## src/rtl/gates4a_sweep_ctrl.sv

```systemverilog
// gates4a_sweep_ctrl
//
// Sweep/self-test controller for the 4-input reduction-gate unit. On start it
// walks the operand a_out through 0..15. It holds each operand for
// SETTLE_CYCLES cycles and then compares y_in against a golden model for one
// cycle. Errors are accumulated, and the first failing operand and result are
// kept. In single-step mode the controller pauses after each compare until a
// step pulse arrives.
//
// Handshake: start and step are single-cycle pulses. No ready/valid pair
// exists. start is accepted only in IDLE or DONE. step is accepted only in
// WAIT_STEP. Pulses in any other state are dropped.
//
// Ports:
//   clk          system clock, rising edge
//   rst          asynchronous active-high reset
//   start        begin a sweep (IDLE/DONE only)
//   step_mode    1 = pause in WAIT_STEP after each compare (sampled in COMPARE)
//   step         advance to the next pattern from WAIT_STEP
//   y_in[5:0]    gate unit result {xnor, xor, nor, or, nand, and}
//   a_out[3:0]   operand driven to the gate unit
//   busy         high in SETTLE, COMPARE, WAIT_STEP
//   done         high in DONE
//   pass         high in DONE when no pattern mismatched
//   err_count    mismatching patterns this sweep (0..16)
//   err_bits     sticky OR of y_in ^ golden over all mismatches
//   first_err_a  operand of the first mismatch
//   first_err_y  y_in captured at the first mismatch
//   state_dbg    current FSM state, for observation only

module gates4a_sweep_ctrl #(
    parameter int SETTLE_CYCLES = 1
) (
    input  logic       clk,
    input  logic       rst,
    input  logic       start,
    input  logic       step_mode,
    input  logic       step,
    input  logic [5:0] y_in,
    output logic [3:0] a_out,
    output logic       busy,
    output logic       done,
    output logic       pass,
    output logic [4:0] err_count,
    output logic [5:0] err_bits,
    output logic [3:0] first_err_a,
    output logic [5:0] first_err_y,
    output logic [2:0] state_dbg
);

    localparam logic [2:0] S_IDLE      = 3'd0;
    localparam logic [2:0] S_SETTLE    = 3'd1;
    localparam logic [2:0] S_COMPARE   = 3'd2;
    localparam logic [2:0] S_WAIT_STEP = 3'd3;
    localparam logic [2:0] S_DONE      = 3'd4;

    localparam logic [3:0] SETTLE_LOAD = 4'(SETTLE_CYCLES);

    logic [2:0] state;
    logic [3:0] settle_cnt;
    logic [5:0] golden;
    logic [5:0] diff;

    assign golden = {~^a_out, ^a_out, ~|a_out, |a_out, ~&a_out, &a_out};
    assign diff   = y_in ^ golden;

    always_ff @(posedge clk or posedge rst) begin
        if (rst) begin
            state       <= S_IDLE;
            settle_cnt  <= '0;
            a_out       <= '0;
            err_count   <= '0;
            err_bits    <= '0;
            first_err_a <= '0;
            first_err_y <= '0;
        end else begin
            case (state)
                S_IDLE, S_DONE: begin
                    if (start) begin
                        err_count   <= '0;
                        err_bits    <= '0;
                        first_err_a <= '0;
                        first_err_y <= '0;
                        a_out       <= '0;
                        settle_cnt  <= SETTLE_LOAD;
                        state       <= S_SETTLE;
                    end
                end
                S_SETTLE: begin
                    // The counter is loaded with SETTLE_CYCLES on entry.
                    // The transition happens on the cycle where it reads 1,
                    // which gives exactly SETTLE_CYCLES cycles in SETTLE.
                    if (settle_cnt <= 4'd1) begin
                        state <= S_COMPARE;
                    end else begin
                        settle_cnt <= settle_cnt - 4'd1;
                    end
                end
                S_COMPARE: begin
                    if (diff != 6'd0) begin
                        err_count <= err_count + 5'd1;
                        err_bits  <= err_bits | diff;
                        if (err_count == 5'd0) begin
                            first_err_a <= a_out;
                            first_err_y <= y_in;
                        end
                    end
                    if (a_out == 4'd15) begin
                        state <= S_DONE;
                    end else if (step_mode) begin
                        state <= S_WAIT_STEP;
                    end else begin
                        a_out      <= a_out + 4'd1;
                        settle_cnt <= SETTLE_LOAD;
                        state      <= S_SETTLE;
                    end
                end
                S_WAIT_STEP: begin
                    if (step) begin
                        a_out      <= a_out + 4'd1;
                        settle_cnt <= SETTLE_LOAD;
                        state      <= S_SETTLE;
                    end
                end
                default: state <= S_IDLE;
            endcase
        end
    end

    assign busy      = (state == S_SETTLE) || (state == S_COMPARE) || (state == S_WAIT_STEP);
    assign done      = (state == S_DONE);
    // err_count is already frozen in DONE, so pass is a pure decode.
    assign pass      = done && (err_count == 5'd0);
    assign state_dbg = state;

endmodule

```

## config.mk

```make
export PLATFORM = sky130hd
export DESIGN_NAME = gates4a_sweep_ctrl
export DESIGN_NICKNAME = d
export VERILOG_FILES = /design/src/rtl/gates4a_sweep_ctrl.sv
export SDC_FILE = /design/constraint.sdc
export NUM_CORES = 1
export LEC_CHECK = 0
export BUFFER_PORTS_ARGS = -buffer_cell sky130_fd_sc_hd__buf_2
export CORE_MARGIN = 2
export CORE_UTILIZATION = 54
export DETAILED_ROUTE_END_ITERATION = 8
export PLACE_DENSITY_LB_ADDON = 0.25
export RECOVER_POWER = 25
export SLEW_MARGIN = 20
export SYNTH_ARGS = -nofsm -noshare
export SYNTH_HDL_FRONTEND = slang
export SYNTH_SLANG_ARGS = --single-unit
```

## constraint.sdc

```tcl
create_clock -name clk -period 2.8 [get_ports clk]
set_input_delay 0.56 -clock clk [delete_from_list [all_inputs] [get_ports clk]]
set_output_delay 0.56 -clock clk [all_outputs]
set_load 0.005 [all_outputs]
```

==> results of run 1 <==
[registers in the layout, summed over array words and instances (netlist names)]
name / cells
err_count: 5
a_out: 4
state_dbg: 3
err_bits: 6
first_err_y: 6
settle_cnt: 4
first_err_a: 4
[cell type report]
| type | count | area [um2] |
|---|---|---|
| well taps | 46 | 57.6 |
| multi-input cells | 154 | 942 |
| repair buffers | 44 | 224 |
| clock inverters | 1 | 30.0 |
| inverters | 19 | 71.3 |
| fillers | 295 | 1120 |
| clock buffers | 7 | 65.1 |
| flip-flops and latches | 32 | 801 |
[through the flow]
stage          instances  power, uW
3_5_place_dp         295       1810
6_report             303       2200
3_3_place_gp         295       1790
2_1_floorplan        212       1480
5_1_grt              303       2400
4_1_cts              303       2210
[metal layers]
layer,vias up,global-route usage,part of all wire
li1,825,-,-
met1,767,0.289,0.46
met2,41,0.371,0.47
met3,6,0.0775,0.064
met4,0,0.0583,0.012
met5,-,0,0
[worst paths after layout]
path / startpoint / to / depth (start not counted)
min: rst / first_err_y[4] / 2
min reg2reg: err_bits[2] / err_bits[2] / 2
max in group asynchronous: rst / state_dbg[2] / 3
max: err_count[0] / pass / 5
min in group clk: start / state_dbg[2] / 2
max reg2reg: a_out[0] / first_err_y[5] / 8
[kinds of logic (layout without fill, tap and decap cells)]
logic type	count (synthesis)	count (layout)	share of synthesized area
muxes	3	3	0.0162
AOI/OAI and AO/OA	51	51	0.174
buffers and inverters	26	71	0.0620
xor gates and xnor gates	7	7	0.0330
and+or+nand+nor	85	85	0.230
DFF	32	32	0.431
adders and majority gates	8	8	0.0539
[layout by cell type (no fill, tap or decap), drive strengths merged, types with 2 or more instances in the layout]
| master | instances |
|---|---|
| nand2b | 8 |
| a21oi | 13 |
| nor2 | 13 |
| inv | 19 |
| mux2i | 3 |
| or3 | 2 |
| nor3 | 3 |
| o21ai | 16 |
| or4 | 2 |
| nand2 | 28 |
| ha | 8 |
| xnor2 | 7 |
| clkbuf | 8 |
| nand3 | 21 |
| dfrtp | 32 |
| buf | 43 |
| o211ai | 14 |
[power breakdown]
group	leakage, uW	internal [uW]	switching (uW)	total [uW]
clock network	0.0000515	237	163	400
registers	0.000416	632	183	815
logic	0.000611	431	554	985
[worst max-delay path: stages (launching register included)]
cell,delay (ns)
dfrtp_1,0.42
inv_1,0.10
ha_1,0.14
or4b_2,0.62
nor2_1,0.10
buf_2,0.11
[synthesized netlist by cell type, types with 2 or more instances]
cell | n | area share
nor2_1 | 13 | 0.026
a21oi_1 | 13 | 0.035
inv_1 | 19 | 0.038
clkbuf_1 | 3 | 0.0061
nor3_1 | 3 | 0.0081
nand3_1 | 21 | 0.057
dfrtp_1 | 32 | 0.43
or4_1 | 2 | 0.0081
nand2b_1 | 8 | 0.027
or3_1 | 2 | 0.0067
o211ai_1 | 12 | 0.048
o21ai_0 | 16 | 0.043
mux2i_1 | 3 | 0.016
ha_1 | 8 | 0.054
nand2_1 | 28 | 0.057
xnor2_1 | 7 | 0.033
o211ai_2 | 2 | 0.013
buf_2 | 2 | 0.0054
==> results.yml, run 1 <==
routing:
  viasPerCell: 5.41
  drtPass1Iterations: 4
  vias: 1639
  ant_nets: 0
  drc: 0
  wire_per_inst_um: 13.3
  drt_wl_total_mm: 4.04
  dr.first_iter.drc_count: 119
synthesis:
  seq_area_frac_synth: 0.431
  yosys_register_bits: 32
  synth_fp_nets: 231
  synth_cell_types: 36
  syn-cell-area_um2: 1860
  netlist_instances: 212
  synth_edf_count: 0
  synth_warnings: 0
  synth-async-reset-ratio: 1.00
  synthFlopType: "dfrtp_1"
  avgSynthCellArea_um2: 8.76
critical_path:
  endpoint_kind: "output pin"
  crit_type: "flop to output pin"
  cp_max_fo: 4
  worstSetupStartpointType: "flop"
  cp_data_required_time_ns: 2.24
  crit_arrival_ns: 1.84
  r2r_slack_ns: 0.41
finish:
  utilization: 0.662
  num_antenna_cells: 0
  syn2layout_area_growth_pct: 17.9
  final_nets: 275
  drive_gt1_frac: 0.222
  design_area_um2: 2190
global_routing:
  grt.total_usage: 0.227
  antenna_found_initial: 0
  overflow: 0
  grt_pass1_vias: 1557
  grt_max_degree: 19
  grt_pass1_wl_mm: 7.02
die:
  fp.dieH_um: 62.7
  io_pins: 42
  fp.dieW_um: 62.7
  initial_core_util: 0.561
  core_um2: 3310
  num_rows: 21
  fp.dieArea_um2: 3930
sta:
  layout_worst_path_cycle_share: 0.856
  maxSlewHeadroom: 0.406
  hold_ws_ns: 0.289
  slew_violations: 0
  worst_slew_pin_slew_ns: 0.892
  max_freq_ghz: 0.417
  final_hold_viol_count: 0
  layout_min_cycle_time_ns: 2.40
  setup_tns_ns: 0
  setup_violations: 0
  rsz0062_at_grt: "no"
  skew_ns: 0.00625
  worst_slack_ns: 0.404
placed_design:
  post-place-ws_ns: 0.486
  gp_congestion: 0.786
  placed_cell_area_um2: 2100
  dp_hpwl_mm: 3.00
  portBuffers: 41
power:
  p_leak_uw: 0.00108
  ir_drop_mv: 0.586
  p_per_area_nw_per_um2: 1000
worst_hold_path:
  hold_path.class: "input port to asynchronous set/reset pin"
clock_tree:
  htree_levels: 2
  clock-root-buffer: "clkbuf_4"
  cts.repair.resized: 0
  cts_tree: "yes"
  cts_sinks: 32
  clock_path_buffers: 2
  post-cts-setup-buffers: 0
  ctsHoldBuffers: 0
  clk_latency_ns: 0.35
  clkTransAtPathRegs_ns: 0.10
  numCtsBuffers: 5
status:
  status: "finished clean"
run:
  maxCapViolations: 0
(Power assumes the default switching activity.)
==> inputs of run 2 (changes only) <==
--- a/config.mk
+++ b/config.mk
@@ -7,9 +7,9 @@
 export LEC_CHECK = 0
 export BUFFER_PORTS_ARGS = -buffer_cell sky130_fd_sc_hd__buf_2
 export CORE_MARGIN = 2
-export CORE_UTILIZATION = 54
+export CORE_UTILIZATION = 40
 export DETAILED_ROUTE_END_ITERATION = 8
-export PLACE_DENSITY_LB_ADDON = 0.25
+export PLACE_DENSITY = 0.69
 export RECOVER_POWER = 25
 export SLEW_MARGIN = 20
 export SYNTH_ARGS = -nofsm -noshare
==> run 2 against run 1 <==
Final area grew 2.1%. Flip-flop and latch count unchanged. Critical path depth unchanged. Worst hold slack got worse by 0.011 ns. Sequential share of layout area is 0.76 points lower. Total power grew 4.6%. Largest cell class unchanged. Largest power group unchanged.
==> results.yml, run 2 (synthesis gave the netlist of run 1 again) <==
global_routing:
  antenna_found_initial: 0
  overflow: 0
  grt_max_degree: 21
  grt_pass1_vias: 1542
  grt.total_usage: 0.177
  grt_pass1_wl_mm: 7.08
critical_path:
  crit_family: "simple AND/OR/NAND/NOR gates"
  crit_type: "flop to output pin"
  endpoint_kind: "output pin"
  worstSetupStartpointType: "flop"
  path_buf_inv: 2
  cpMaxStageDelayCell: "or4b_2"
  cp_max_fo: 4
  cp_data_required_time_ns: 2.24
  crit_arrival_ns: 1.78
  worstPathCellList: "inv_1 > ha_1 > or4b_2 > nor2_1 > buf_2"
  cpPeakStageDelay_ns: 0.62
clock_tree:
  htree_levels: 2
  post-cts-setup-buffers: 0
  clock-root-buffer: "clkbuf_8"
  cts_tree: "yes"
  cts_sinks: 32
  clk_latency_ns: 0.29
  clock_path_buffers: 2
  cts.repair.resized: 0
  ctsHoldBuffers: 0
  clkTransAtPathRegs_ns: 0.07
  numCtsBuffers: 5
placed_design:
  dp_hpwl_mm: 3.20
  gp_congestion: 0.815
  portBuffers: 41
die:
  fp.dieH_um: 72.2
  fp.dieW_um: 72.2
  num_rows: 24
  io_pins: 42
  initial_core_util: 0.421
  core_um2: 4410
  fp.dieArea_um2: 5210
routing:
  drc: 0
  viasPerCell: 5.41
  dr.first_iter.drc_count: 91
  wire_per_inst_um: 13.9
  vias: 1677
  drt_wl_total_mm: 4.30
  ant_nets: 0
  drtPass1Iterations: 4
finish:
  layout_commonest_cell: "buf_2"
  reg_top3: "err_bits: 6 flops, first_err_y: 6 flops, err_count: 5 flops"
  final_nets: 276
  drive_gt1_frac: 0.225
  num_antenna_cells: 0
  nFillCells: 425
  utilization: 0.507
  layout_common_cells: "buf_2, dfrtp_1, nand2_1, nand3_1, inv_1"
  syn2layout_area_growth_pct: 20.4
sta:
  worst_slew_pin_slew_ns: 1.13
  max_freq_ghz: 0.427
  slew_violations: 0
  setup_tns_ns: 0
  layout_worst_path_cycle_share: 0.837
  final_hold_viol_count: 0
  rsz0062_at_grt: "no"
  layout_min_cycle_time_ns: 2.34
  skew_ns: 0.00585
  setup_violations: 0
  maxSlewHeadroom: 0.243
power:
  ir_drop_mv: 0.414
  p_leak_uw: 0.00110
  p_per_area_nw_per_um2: 1030
worst_hold_path:
  hold_path.class: "input port to asynchronous set/reset pin"
status:
  status: "finished clean"
run:
  maxCapViolations: 0
run 2: through the flow:
| stage | total power [uW] | hold WS (ns) | area, um2 | instances | setup slack (ns) |
|---|---|---|---|---|---|
| global placement | 1810 | 0.477 | 2110 | 302 | 0.544 |
| global route | 2510 | 0.316 | 2240 | 310 | 0.275 |
| floorplan | 1480 | 0.472 | 1860 | 212 | 0.714 |
| CTS | 2330 | 0.294 | 2240 | 310 | 0.423 |
| detailed placement | 1830 | 0.480 | 2110 | 302 | 0.481 |
| finish | 2300 | 0.278 | 2240 | 310 | 0.457 |
run 2: cell type report:
type / instances / area, um2 / area share
Clock buffer: 7 / 96.3 / 0.0431
Clock inverter: 1 / 30.0 / 0.0134
Inverter: 19 / 71.3 / 0.0319
Multi-Input combinational cell: 154 / 942 / 0.421
Sequential cell: 32 / 801 / 0.358
Tap cell: 52 / 65.1 / 0.0291
Timing Repair Buffer: 45 / 231 / 0.103
run 2: final timing paths:
| check | start | end | slack (ns) | cells past startpoint |
|---|---|---|---|---|
| min in group clk | err_bits[3] | err_bits[3] | 0.49 | 2 |
| hold reg to reg | err_bits[3] | err_bits[3] | 0.49 | 2 |
| setup reg to reg | a_out[1] | first_err_y[5] | 0.46 | 8 |
| hold / removal | rst | state_dbg[1] | 0.28 | 2 |
| setup / recovery | err_count[0] | pass | 0.46 | 5 |
| max in group asynchronous | rst | a_out[0] | 1.12 | 3 |
run 2: power breakdown:
group	leakage [uW]	internal [uW]	switching (uW)	total [uW]
Combinational	0.000616	439	560	999
Clock	0.0000645	314	173	487
Sequential	0.000416	633	181	815
Total	0.00110	1390	914	2300
run 2: per-layer routing:
metal	vias to the layer above	track usage	part of all wire
li1	825	-	-
met1	795	0.223	0.44
met5	-	0	0
met2	45	0.265	0.47
met4	0	0.0943	0.030
met3	12	0.0625	0.056
==> inputs of run 3 (changes only) <==
--- a/config.mk
+++ b/config.mk
@@ -5,11 +5,12 @@
 export SDC_FILE = /design/constraint.sdc
 export NUM_CORES = 1
 export LEC_CHECK = 0
+export ABC_AREA = 1
 export BUFFER_PORTS_ARGS = -buffer_cell sky130_fd_sc_hd__buf_2
 export CORE_MARGIN = 2
 export CORE_UTILIZATION = 40
 export DETAILED_ROUTE_END_ITERATION = 8
-export PLACE_DENSITY = 0.69
+export PLACE_DENSITY = 0.71
 export RECOVER_POWER = 25
 export SLEW_MARGIN = 20
 export SYNTH_ARGS = -nofsm -noshare
==> constraint.sdc (replaced) <==
create_clock -name clk -period 2 [get_ports clk]
set_input_delay 0.4 -clock clk [delete_from_list [all_inputs] [get_ports clk]]
set_output_delay 0.4 -clock clk [all_outputs]
set_load 0.005 [all_outputs]
==> run 3 against run 2 <==
Final cell count rose by 28%. Routed wire length increased by 7.7%. Critical path depth decreased by 1. Critical endpoint unchanged.
==> results.yml, run 3 <==
synthesis:
  synth-async-reset-ratio: 1.00
  synthTopCellsByCount: "nand2_1, inv_1, dfrtp_1"
  syn-cell-area_um2: 1980
  yosys_register_bits: 32
  seq_area_frac_synth: 0.405
  netlist_instances: 279
  synthFlopType: "dfrtp_1"
  synth_top_area_cell: "dfrtp_1"
  yosysTopAreaCellShare: 0.405
  synth_cell_types: 25
  synth_fp_nets: 298
  avgSynthCellArea_um2: 7.08
  yosysMostFrequentCell: "nand2_1"
  synth_edf_count: 0
  yosys-top-cells-area: "dfrtp_1, nand2_1, nand4_1, inv_1, nand3_1"
  synth_warnings: 0
routing:
  dr.first_iter.drc_count: 162
  met1_length_mm: 2.07
  drt_wl_total_mm: 4.63
  viasPerCell: 4.84
  maxUsedRoutingLayer: "met4"
  met2_length_mm: 2.21
  wire_per_inst_um: 11.6
  vias: 1928
  ant_nets: 0
  drtPass1Iterations: 4
  drc: 0
  dr_wl_met3_um: 296
critical_path:
  reg2reg_to: "first_err_a[0]"
  worstSetupStartpointType: "flop"
  r2r_start: "a_out[0]"
  r2r_cells: 11
  endpoint: "pass"
  crit_type: "flop to output pin"
  crit_arrival_ns: 1.44
  cp.depth: 4
  worstPathCellList: "nor2_1 > inv_1 > nor3_1 > buf_2"
  cpPeakStageDelay_ns: 0.45
  cp_max_fo: 4
  cpMaxStageDelayCell: "dfrtp_1"
  cp_data_required_time_ns: 1.60
  path_buf_inv: 2
  worstSetupStartpoint: "state_dbg[0]"
  endpoint_kind: "output pin"
  r2r_slack_ns: 0.18
  crit_family: "simple AND/OR/NAND/NOR gates"
global_routing:
  grt_max_degree: 33
  grt_pass1_vias: 1748
  grt_pass1_wl_mm: 7.81
  overflow: 0
  antenna_found_initial: 0
  grt.total_usage: 0.183
clock_tree:
  cts_tree: "yes"
  clkTransAtPathRegs_ns: 0.07
  htree_levels: 2
  clock-root-buffer: "clkbuf_8"
  cts_sinks: 32
  clk_latency_ns: 0.28
  clock_path_buffers: 2
  numCtsBuffers: 5
status:
  status: "finished clean"
sta:
  skew_ns: 0.00560
  maxSlewHeadroom: 0.472
  layout_worst_path_cycle_share: 0.918
  layout_min_cycle_time_ns: 1.84
  slew_violations: 0
  rsz0062_at_grt: "no"
  setup_tns_ns: 0
  worst_slew_pin_slew_ns: 0.792
  hold_ws_ns: 0.335
  setup_violations: 0
  max_freq_ghz: 0.545
  final_hold_viol_count: 0
finish:
  num_antenna_cells: 0
  syn2layout_area_growth_pct: 23.9
  layout_common_cells: "nand2_1, buf_2, inv_1, dfrtp_1, nor2_1"
  design_area_um2: 2450
  final_nets: 349
  nFillCells: 492
  drive_gt1_frac: 0.218
  reg_top3: "err_bits: 6 flops, first_err_y: 6 flops, err_count: 5 flops"
  layout_commonest_cell: "nand2_1"
power:
  p_per_area_nw_per_um2: 1360
  ir_drop_mv: 0.681
  p_leak_uw: 0.00140
  p_total_uw: 3340
die:
  fp.dieW_um: 74.3
  num_rows: 25
  io_pins: 42
  fp.dieH_um: 74.3
  fp.dieArea_um2: 5520
  initial_core_util: 0.416
  core_um2: 4750
placed_design:
  placed_cell_area_um2: 2300
  portBuffers: 41
  gp_congestion: 0.881
  dp_hpwl_mm: 3.46
run:
  maxCapViolations: 0
worst_hold_path:
  hold_path.class: "input port to asynchronous set/reset pin"
[run 3: changes by cell type after synthesis, sizes merged, moves of 2 or more]
cell,previous run,this run
nand2,28,90
nand4,1,23
inv,19,40
nor2,13,30
o211ai,14,0
nand2b,8,0
o21ai,16,9
a21oi,13,7
xnor2,7,2
mux2i,3,0
buf,4,6
or3,2,0
or4,2,0
xor2,0,2
[run 3: worst register-to-register path: cells and delay by family, from the launching register on]
kind / cells / cell delay [ns]
and+or+nand+nor: 9 / 0.92
DFF: 1 / 0.41
buffers and inverters: 1 / 0.17
adders and majority gates: 1 / 0.27
[run 3: per-stage QoR]
stage                     setup slack (ns)  utilization  cells
final                                0.164        0.515    398
after global placement               0.144        0.484    389
after detailed placement            0.0670        0.484    389
after CTS                           0.0619        0.507    397
after floorplan                      0.300            -    279
after global routing                0.0180        0.515    398
[run 3: repair_timing]
item,in CTS,in global routing
resized for setup,0,5
hold buffers,0,0
setup endpoints to repair,0,21
setup buffers,0,1
[run 3: worst min-delay path by stage]
stage / start / end / slack (ns)
after floorplan: settle_cnt[1] / settle_cnt[1] / 0.46
after global placement: first_err_y[0] / first_err_y[0] / 0.45
after detailed placement: first_err_y[1] / first_err_y[1] / 0.45
after CTS: rst / first_err_y[0] / 0.21
after global routing: rst / first_err_y[5] / 0.43
final: rst / first_err_y[0] / 0.33
[run 3: logic make-up after synthesis]
group,after synthesis,synth area share
flops,32,0.405
fa+ha+maj,8,0.0507
compound gates,17,0.0437
simple gates,170,0.386
buf+inv,48,0.0963
xor+xnor,4,0.0177
[run 3: metal layers]
layer  vias to the layer above  global-route usage
met3                         7              0.0339
li1                        998                   -
met4                         0              0.0595
met1                       867               0.240
met5                         -                   0
met2                        56               0.306
[run 3: area by class of cell]
class                           instances  area [um2]  area share
Clock buffer                            5        68.8      0.0281
Tap cell                               67        83.8      0.0342
Clock inverter                          3        42.5      0.0174
Timing Repair Buffer                   52         289       0.118
Sequential cell                        32         801       0.327
Inverter                               40         150      0.0613
Multi-Input combinational cell        199        1010       0.414
[run 3: report_power, final]
group | total [uW] | switching, uW | internal (uW) | leakage, uW
Clock | 621 | 253 | 369 | 0.0000541
Sequential | 1010 | 163 | 849 | 0.000433
Combinational | 1710 | 1080 | 633 | 0.000915
